**config.mk**
```make
export PLATFORM = sky130hd
export DESIGN_NAME = seven_segment_reader
export DESIGN_NICKNAME = d
export VERILOG_FILES = /design/src/rtl/seven_seg_pkg.sv /design/src/rtl/seven_segment_pattern_decode.sv /design/src/rtl/seven_segment_reader.sv
export SDC_FILE = /design/constraint.sdc
export NUM_CORES = 1
export LEC_CHECK = 0
export CAP_MARGIN = 40
export CORE_UTILIZATION = 55
export CTS_CLUSTER_SIZE = 20
export DETAILED_ROUTE_END_ITERATION = 8
export PLACE_DENSITY_LB_ADDON = 0.3
export SKIP_LAST_GASP = 1
export SLEW_MARGIN = 30
export SYNTH_ARGS = -nofsm -noshare
export SYNTH_HDL_FRONTEND = slang
export SYNTH_SLANG_ARGS = --single-unit
export TNS_END_PERCENT = 30
```
**constraint.sdc**
```tcl
create_clock -name clk -period 3 [get_ports clk]
set_clock_uncertainty 0.1 [all_clocks]
set_input_delay 0.45 -clock clk [delete_from_list [all_inputs] [get_ports clk]]
set_output_delay 0.45 -clock clk [all_outputs]
set_load 0.01 [all_outputs]
```
**src/rtl/seven_seg_pkg.sv**
```systemverilog
// Shared seven-segment constants: active-low patterns for hex digits 0-F and blank.
// Used by both the hex-to-segment decoder and the segment readback monitor.
package seven_seg_pkg;

    localparam int NUM_PATTERNS = 16;

    // Index i holds the lit-low pattern for nibble i; bit 0 = segment a, bit 6 = g.
    localparam logic [6:0] SEG_HEX [NUM_PATTERNS] = '{
        7'h40, 7'h79, 7'h24, 7'h30, 7'h19, 7'h12, 7'h02, 7'h78,
        7'h00, 7'h10, 7'h08, 7'h03, 7'h46, 7'h21, 7'h06, 7'h0E
    };

    localparam logic [6:0] SEG_BLANK = 7'h7F;

endpackage

```
**src/rtl/seven_segment_pattern_decode.sv**
```systemverilog
// Combinational inverse of the hex-to-segment table: a 7-bit active-low pattern
// maps to its nibble with hit_o set, or to nibble 0 with hit_o clear.
module seven_segment_pattern_decode
    import seven_seg_pkg::*;
(
    input  logic [6:0] pattern_i,
    output logic       hit_o,
    output logic [3:0] nibble_o
);

    always_comb begin
        hit_o    = 1'b0;
        nibble_o = 4'h0;
        for (int i = 0; i < NUM_PATTERNS; i++) begin
            if (pattern_i == SEG_HEX[i]) begin
                hit_o    = 1'b1;
                nibble_o = 4'(i);
            end
        end
    end

endmodule

```
**src/rtl/seven_segment_reader.sv**
```systemverilog
// Recovers hex digits from a multiplexed active-low seven-segment bus and hands
// off completed frames over valid/ready. Define SEVEN_SEGMENT_READER_SYNC_EN to
// add a 2-flop input synchronizer.
module seven_segment_reader
    import seven_seg_pkg::*;
#(
    parameter int DIGITS        = 4,
    parameter int STABLE_CYCLES = 4
) (
    input  logic                  clk,
    input  logic                  rst_n,
    input  logic [6:0]            seg_i,
    input  logic [DIGITS-1:0]     an_i,
    output logic [4*DIGITS-1:0]   value_o,
    output logic [DIGITS-1:0]     digit_err_o,
    output logic                  out_valid_o,
    input  logic                  out_ready_i,
    output logic                  overrun_o
);

    localparam int CW = $clog2(STABLE_CYCLES + 1);
    localparam int SW = DIGITS + 7;
    localparam logic [CW-1:0]     CNT_ONE    = CW'(1);
    localparam logic [CW-1:0]     CNT_TARGET = CW'(STABLE_CYCLES);
    localparam logic [DIGITS-1:0] SEL_ONE    = DIGITS'(1);

    logic [SW-1:0] samp;

`ifdef SEVEN_SEGMENT_READER_SYNC_EN
    logic [SW-1:0] sync1_q;
    logic [SW-1:0] sync2_q;

    // Reset to all-ones: no anode selected, nothing lit.
    always_ff @(posedge clk or negedge rst_n) begin
        if (!rst_n) begin
            sync1_q <= '1;
            sync2_q <= '1;
        end else begin
            sync1_q <= {an_i, seg_i};
            sync2_q <= sync1_q;
        end
    end
    assign samp = sync2_q;
`else
    assign samp = {an_i, seg_i};
`endif

    logic [DIGITS-1:0] sel;
    logic [6:0]        seg_s;
    logic              sel_valid;

    assign sel       = ~samp[SW-1:7];
    assign seg_s     = samp[6:0];
    assign sel_valid = (sel != '0) && ((sel & (sel - SEL_ONE)) == '0);

    logic       dec_hit;
    logic [3:0] dec_nibble;

    seven_segment_pattern_decode u_decode (
        .pattern_i (seg_s),
        .hit_o     (dec_hit),
        .nibble_o  (dec_nibble)
    );

    logic [SW-1:0]       s_q;
    logic [CW-1:0]       cnt_q,      cnt_d;
    logic                captured_q, captured_d;
    logic [DIGITS-1:0]   seen_q,     seen_d;
    logic                complete_q, complete_d;
    logic [4*DIGITS-1:0] value_q,    value_d;
    logic [DIGITS-1:0]   err_q,      err_d;
    logic                out_valid_q, out_valid_d;
    logic                overrun_q,  overrun_d;

    logic                changed;
    logic                capture;
    logic [DIGITS-1:0]   seen_mark;
    logic [4*DIGITS-1:0] shadow_nib;
    logic [DIGITS-1:0]   shadow_err;

    always_comb begin
        changed    = (samp != s_q);
        cnt_d      = cnt_q;
        if (!sel_valid) begin
            cnt_d = '0;
        end else if (changed) begin
            cnt_d = CNT_ONE;
        end else if (cnt_q != CNT_TARGET) begin
            cnt_d = cnt_q + 1'b1;
        end

        // A change of S re-arms capture even if the previous pattern was captured.
        capture    = sel_valid && (changed || !captured_q) && (cnt_d == CNT_TARGET);
        captured_d = capture || (captured_q && sel_valid && !changed);

        seen_mark  = seen_q | (capture ? sel : '0);
        complete_d = capture && (seen_mark == '1);
        seen_d     = complete_d ? '0 : seen_mark;
    end

    // Frame completion is acted on one cycle after the completing capture.
    always_comb begin
        value_d     = value_q;
        err_d       = err_q;
        out_valid_d = out_valid_q;
        overrun_d   = 1'b0;
        if (out_valid_q && out_ready_i) begin
            out_valid_d = 1'b0;
        end
        if (complete_q) begin
            if (!out_valid_q || out_ready_i) begin
                value_d     = shadow_nib;
                err_d       = shadow_err;
                out_valid_d = 1'b1;
            end else begin
                overrun_d = 1'b1;
            end
        end
    end

    always_ff @(posedge clk or negedge rst_n) begin
        if (!rst_n) begin
            s_q         <= '0;
            cnt_q       <= '0;
            captured_q  <= 1'b0;
            seen_q      <= '0;
            complete_q  <= 1'b0;
            value_q     <= '0;
            err_q       <= '0;
            out_valid_q <= 1'b0;
            overrun_q   <= 1'b0;
        end else begin
            s_q         <= samp;
            cnt_q       <= cnt_d;
            captured_q  <= captured_d;
            seen_q      <= seen_d;
            complete_q  <= complete_d;
            value_q     <= value_d;
            err_q       <= err_d;
            out_valid_q <= out_valid_d;
            overrun_q   <= overrun_d;
        end
    end

    genvar gi;
    generate
        for (gi = 0; gi < DIGITS; gi++) begin : g_shadow
            logic [3:0] nib_q;
            logic       err_bit_q;

            always_ff @(posedge clk or negedge rst_n) begin
                if (!rst_n) begin
                    nib_q     <= 4'h0;
                    err_bit_q <= 1'b0;
                end else if (capture && sel[gi]) begin
                    nib_q     <= dec_nibble;
                    err_bit_q <= !dec_hit;
                end
            end

            assign shadow_nib[4*gi +: 4] = nib_q;
            assign shadow_err[gi]        = err_bit_q;
        end
    endgenerate

    assign value_o     = value_q;
    assign digit_err_o = err_q;
    assign out_valid_o = out_valid_q;
    assign overrun_o   = overrun_q;

endmodule

```
==> flow_metrics.py <==
metrics = {
    "worst_setup_path": {
        "start_kind": "input pin",
        "worstSetupPathType": "input pin to register",
        "arrival_ns": 2.85,
        "crit_fanout": 6,
        "slowest_stage": "or4_4",
        "crit_required_ns": 3.11,
        "crit_chain": "clkdlybuf4s50_1 -> xor2_1 -> or4_4 -> a2111o_1 -> or3_1 -> mux2_4",
        "end_kind": "register",
        "slowest_delay_ns": 0.54,
    },
    "die": {
        "fp.coreArea_um2": 4880,
        "die_x_um": 74.18,
        "die_h_um": 74.18,
        "core.rowCount": 25,
        "initial_core_util_pct": 58.72,
        "ios": 36,
        "die_area_um2": 5502,
    },
    "cts": {
        "clockBufferDepth": 2,
        "cts_tree": "built",
        "htree_levels": 3,
        "numCtsBuffers": 9,
        "clk_latency_ns": 0.34,
        "clk_pin_slew_ns": 0.06,
        "cts_resized": 0,
        "root_buffer": "clkbuf_8",
        "clock-sinks": 62,
    },
    "detailed_routing": {
        "first_iter_violations": 109,
        "drc_errors": 0,
        "vias": 1991,
        "dr.pass1.iters": 4,
        "drt_wl_total_um": 5456,
        "drt.antenna.violating_nets": 0,
        "vias_per_cell": 5.485,
        "routedWlPerCell_um": 15.03,
    },
    "synthesis": {
        "ys_async_sr_fraction_pct": 100.0,
        "yosysMostFrequentCell": "dfrtp_1",
        "synth_area_leader_cell": "dfrtp_1",
        "syn_avg_cell_area_um2": 12.35,
        "synth_cell_types": 48,
        "ys_top_cells_by_count": "dfrtp_1, mux2_2, xor2_1",
        "synth_nets": 248,
        "synth_flop_cell": "dfrtp_1",
        "synth_edf_count": 0,
        "netlist_area_um2": 2865,
        "synthTopCellsByArea": "dfrtp_1, mux2_2, mux2_4",
        "yosysSeqAreaShare_pct": 54.15,
        "synth.top_cell.area_share_pct": 54.15,
        "synthCells": 232,
        "synth_seq_cells": 62,
        "yosys_warnings": 0,
    },
    "power_and_ir_drop": {
        "seq_power_share_pct": 50.4,
        "switching_share_pct": 23.80,
        "leakage_uw": 0.001719,
        "peakVddDrop_mv": 0.2918,
        "combPwrFrac_pct": 8.0,
        "p_int_uw": 1285,
        "powerDensity_nw_per_um2": 465.2,
        "clock_power_share_pct": 41.7,
        "power_uw": 1687,
        "switchingPower_uw": 401.5,
    },
    "final_layout": {
        "antenna_cells": 0,
        "finalNetCount": 307,
        "drive_above_1_share_pct": 25.00,
        "synthToLayoutAreaGrowth_pct": 26.55,
        "n_fill_cell": 346,
    },
    "global_routing": {
        "grt_pass1_wl_um": 9370,
        "grt_antenna_before_repair": 0,
        "grt_pass1_vias": 1966,
        "grtUsageTotal_pct": 23.38,
        "grt_max_degree": 28,
        "grt_overflow": 0,
    },
    "sta": {
        "min_period_ns": 2.740,
        "max_freq_mhz": 364.9,
        "fin_crit_sh_pct": 91.34,
        "holdWs_ns": 0.3648,
        "rsz0062_at_grt": "false",
        "slew_violations": 0,
        "worst_pin_slew_ns": 0.4808,
        "relSlewSlack_pct": 67.95,
        "finalHoldViolCount": 0,
        "setup_viol": 0,
    },
    "placed_design": {
        "place_congestion": 0.8285,
        "hpwl_um": 3992,
        "io_buffer_count": 35,
    },
    "job": {
        "cap_violations": 0,
    },
    "run_status": {
        "status": "completed",
    },
    "worst_hold_path": {
        "hold_class": "register to register",
    },
}
[worst max-delay path, delay by kind of cell]
family / cells / cell delay [ns]
compound gates: 1 / 0.41
xor+xnor: 1 / 0.18
simple gates: 2 / 1.03
mux: 1 / 0.36
buf+inv: 1 / 0.43
[what timing repair did]
| action | 4_1_cts | 5_1_grt |
|---|---|---|
| hold buffers | 1 | 0 |
| hold endpoints to repair | 20 | 0 |
| setup buffers | 0 | 0 |
[area by class of cell]
class / instances / area, um^2 / share of cell area, %
clock buffer: 10 / 127.6 / 3.520
clock inverter: 6 / 62.56 / 1.725
inverter: 7 / 26.28 / 0.7246
multi-input combinational: 151 / 1239 / 34.16
sequential: 62 / 1551 / 42.79
tap: 67 / 83.83 / 2.312
timing repair buffer: 60 / 535.5 / 14.77
[metal layers]
metal	vias to the layer above	track usage (%)	part of all wire [%]
met1	972	30.80	46
met3	6	6.369	4.3
met4	0	9.829	1.1
li1	957	-	-
met2	56	36.67	48
met5	-	0	0
[power groups by stage]
| stage | clock network [uW] | logic (uW) | registers, uW |
|---|---|---|---|
| floorplan | 0 | 61.7 | 864 |
| global placement | 0 | 133 | 865 |
| detailed placement | 0 | 134 | 865 |
| CTS | 719 | 136 | 849 |
| global route | 761 | 151 | 850 |
| finish | 703 | 135 | 850 |
[state kept, by name, indices dropped and copies added (netlist names)]
signal              count
g_shadow.nib_q         16
value_o                16
s_q                    11
digit_err_o             4
g_shadow.err_bit_q      4
seen_q                  4
cnt_q                   3
captured_q              1
complete_q              1
out_valid_o             1
overrun_o               1
[path summary, 6_finish.rpt]
check	cells past startpoint	endpoint	from	slack (ns)
max	6	g_shadow[3].nib_q[1]$_DFFE_PN0P_	seg_i[3]	0.26
min reg2reg	2	out_valid_o$_DFF_PN0_	complete_q$_DFF_PN0_	0.36
max in group asynchronous	3	value_o[13]$_DFFE_PN0P_	rst_n	1.60
min	2	out_valid_o$_DFF_PN0_	complete_q$_DFF_PN0_	0.36
max reg2reg	7	g_shadow[3].nib_q[1]$_DFFE_PN0P_	cnt_q[0]$_DFF_PN0_	0.33
min in group asynchronous	2	g_shadow[1].nib_q[3]$_DFFE_PN0P_	rst_n	0.51
[layout by cell type (no fill, tap or decap), types with 2 or more instances in the layout]
cell	netlist	routed
clkinvlp_4	0	3
o21ai_0	2	2
and3_1	2	2
xor2_1	12	12
clkbuf_8	0	9
or3_1	4	4
nand3b_1	3	3
a31oi_1	3	3
clkinv_2	0	2
nor3_1	7	7
ha_1	2	2
o21ai_1	2	2
mux2_1	10	10
nand4bb_1	2	2
nor2_1	9	9
nor4_1	4	4
nor4b_1	3	3
mux2_2	20	20
nand2b_1	4	4
inv_1	7	7
nor2b_1	2	2
buf_4	0	24
nand4b_1	2	2
dfrtp_1	62	62
a21oi_1	11	11
mux2_4	10	10
and2_1	2	2
nand2_1	8	8
nand3_1	3	3
clkdlybuf4s50_1	0	34
xnor2_1	2	2
nor4bb_1	3	3
[stage by stage]
step                      instances  area, um^2  worst slack (ns)  setup TNS [ns]  util [%]
after detailed placement        346        3426          -0.08772         -0.9818     70.21
after global routing            363        3626            0.1561               0     74.31
after floorplan                 232        2865            0.4431               0         -
final                           363        3626            0.2597               0     74.31
after global placement          346        3426          -0.06997         -0.7348     70.21
after CTS                       363        3626            0.2692               0     74.31
[kinds of logic (layout without fill, tap and decap cells)]
logic type | Yosys count | after routing | synth area share (%)
xor gates and xnor gates | 14 | 14 | 4.280
adders and majority gates | 2 | 2 | 0.8732
AOI/OAI and AO/OA | 29 | 29 | 6.813
DFF | 62 | 62 | 54.15
buffers and inverters | 19 | 83 | 2.620
and+or+nand+nor | 66 | 66 | 14.24
muxes | 40 | 40 | 17.03
Power figures use the tool's default switching activity.
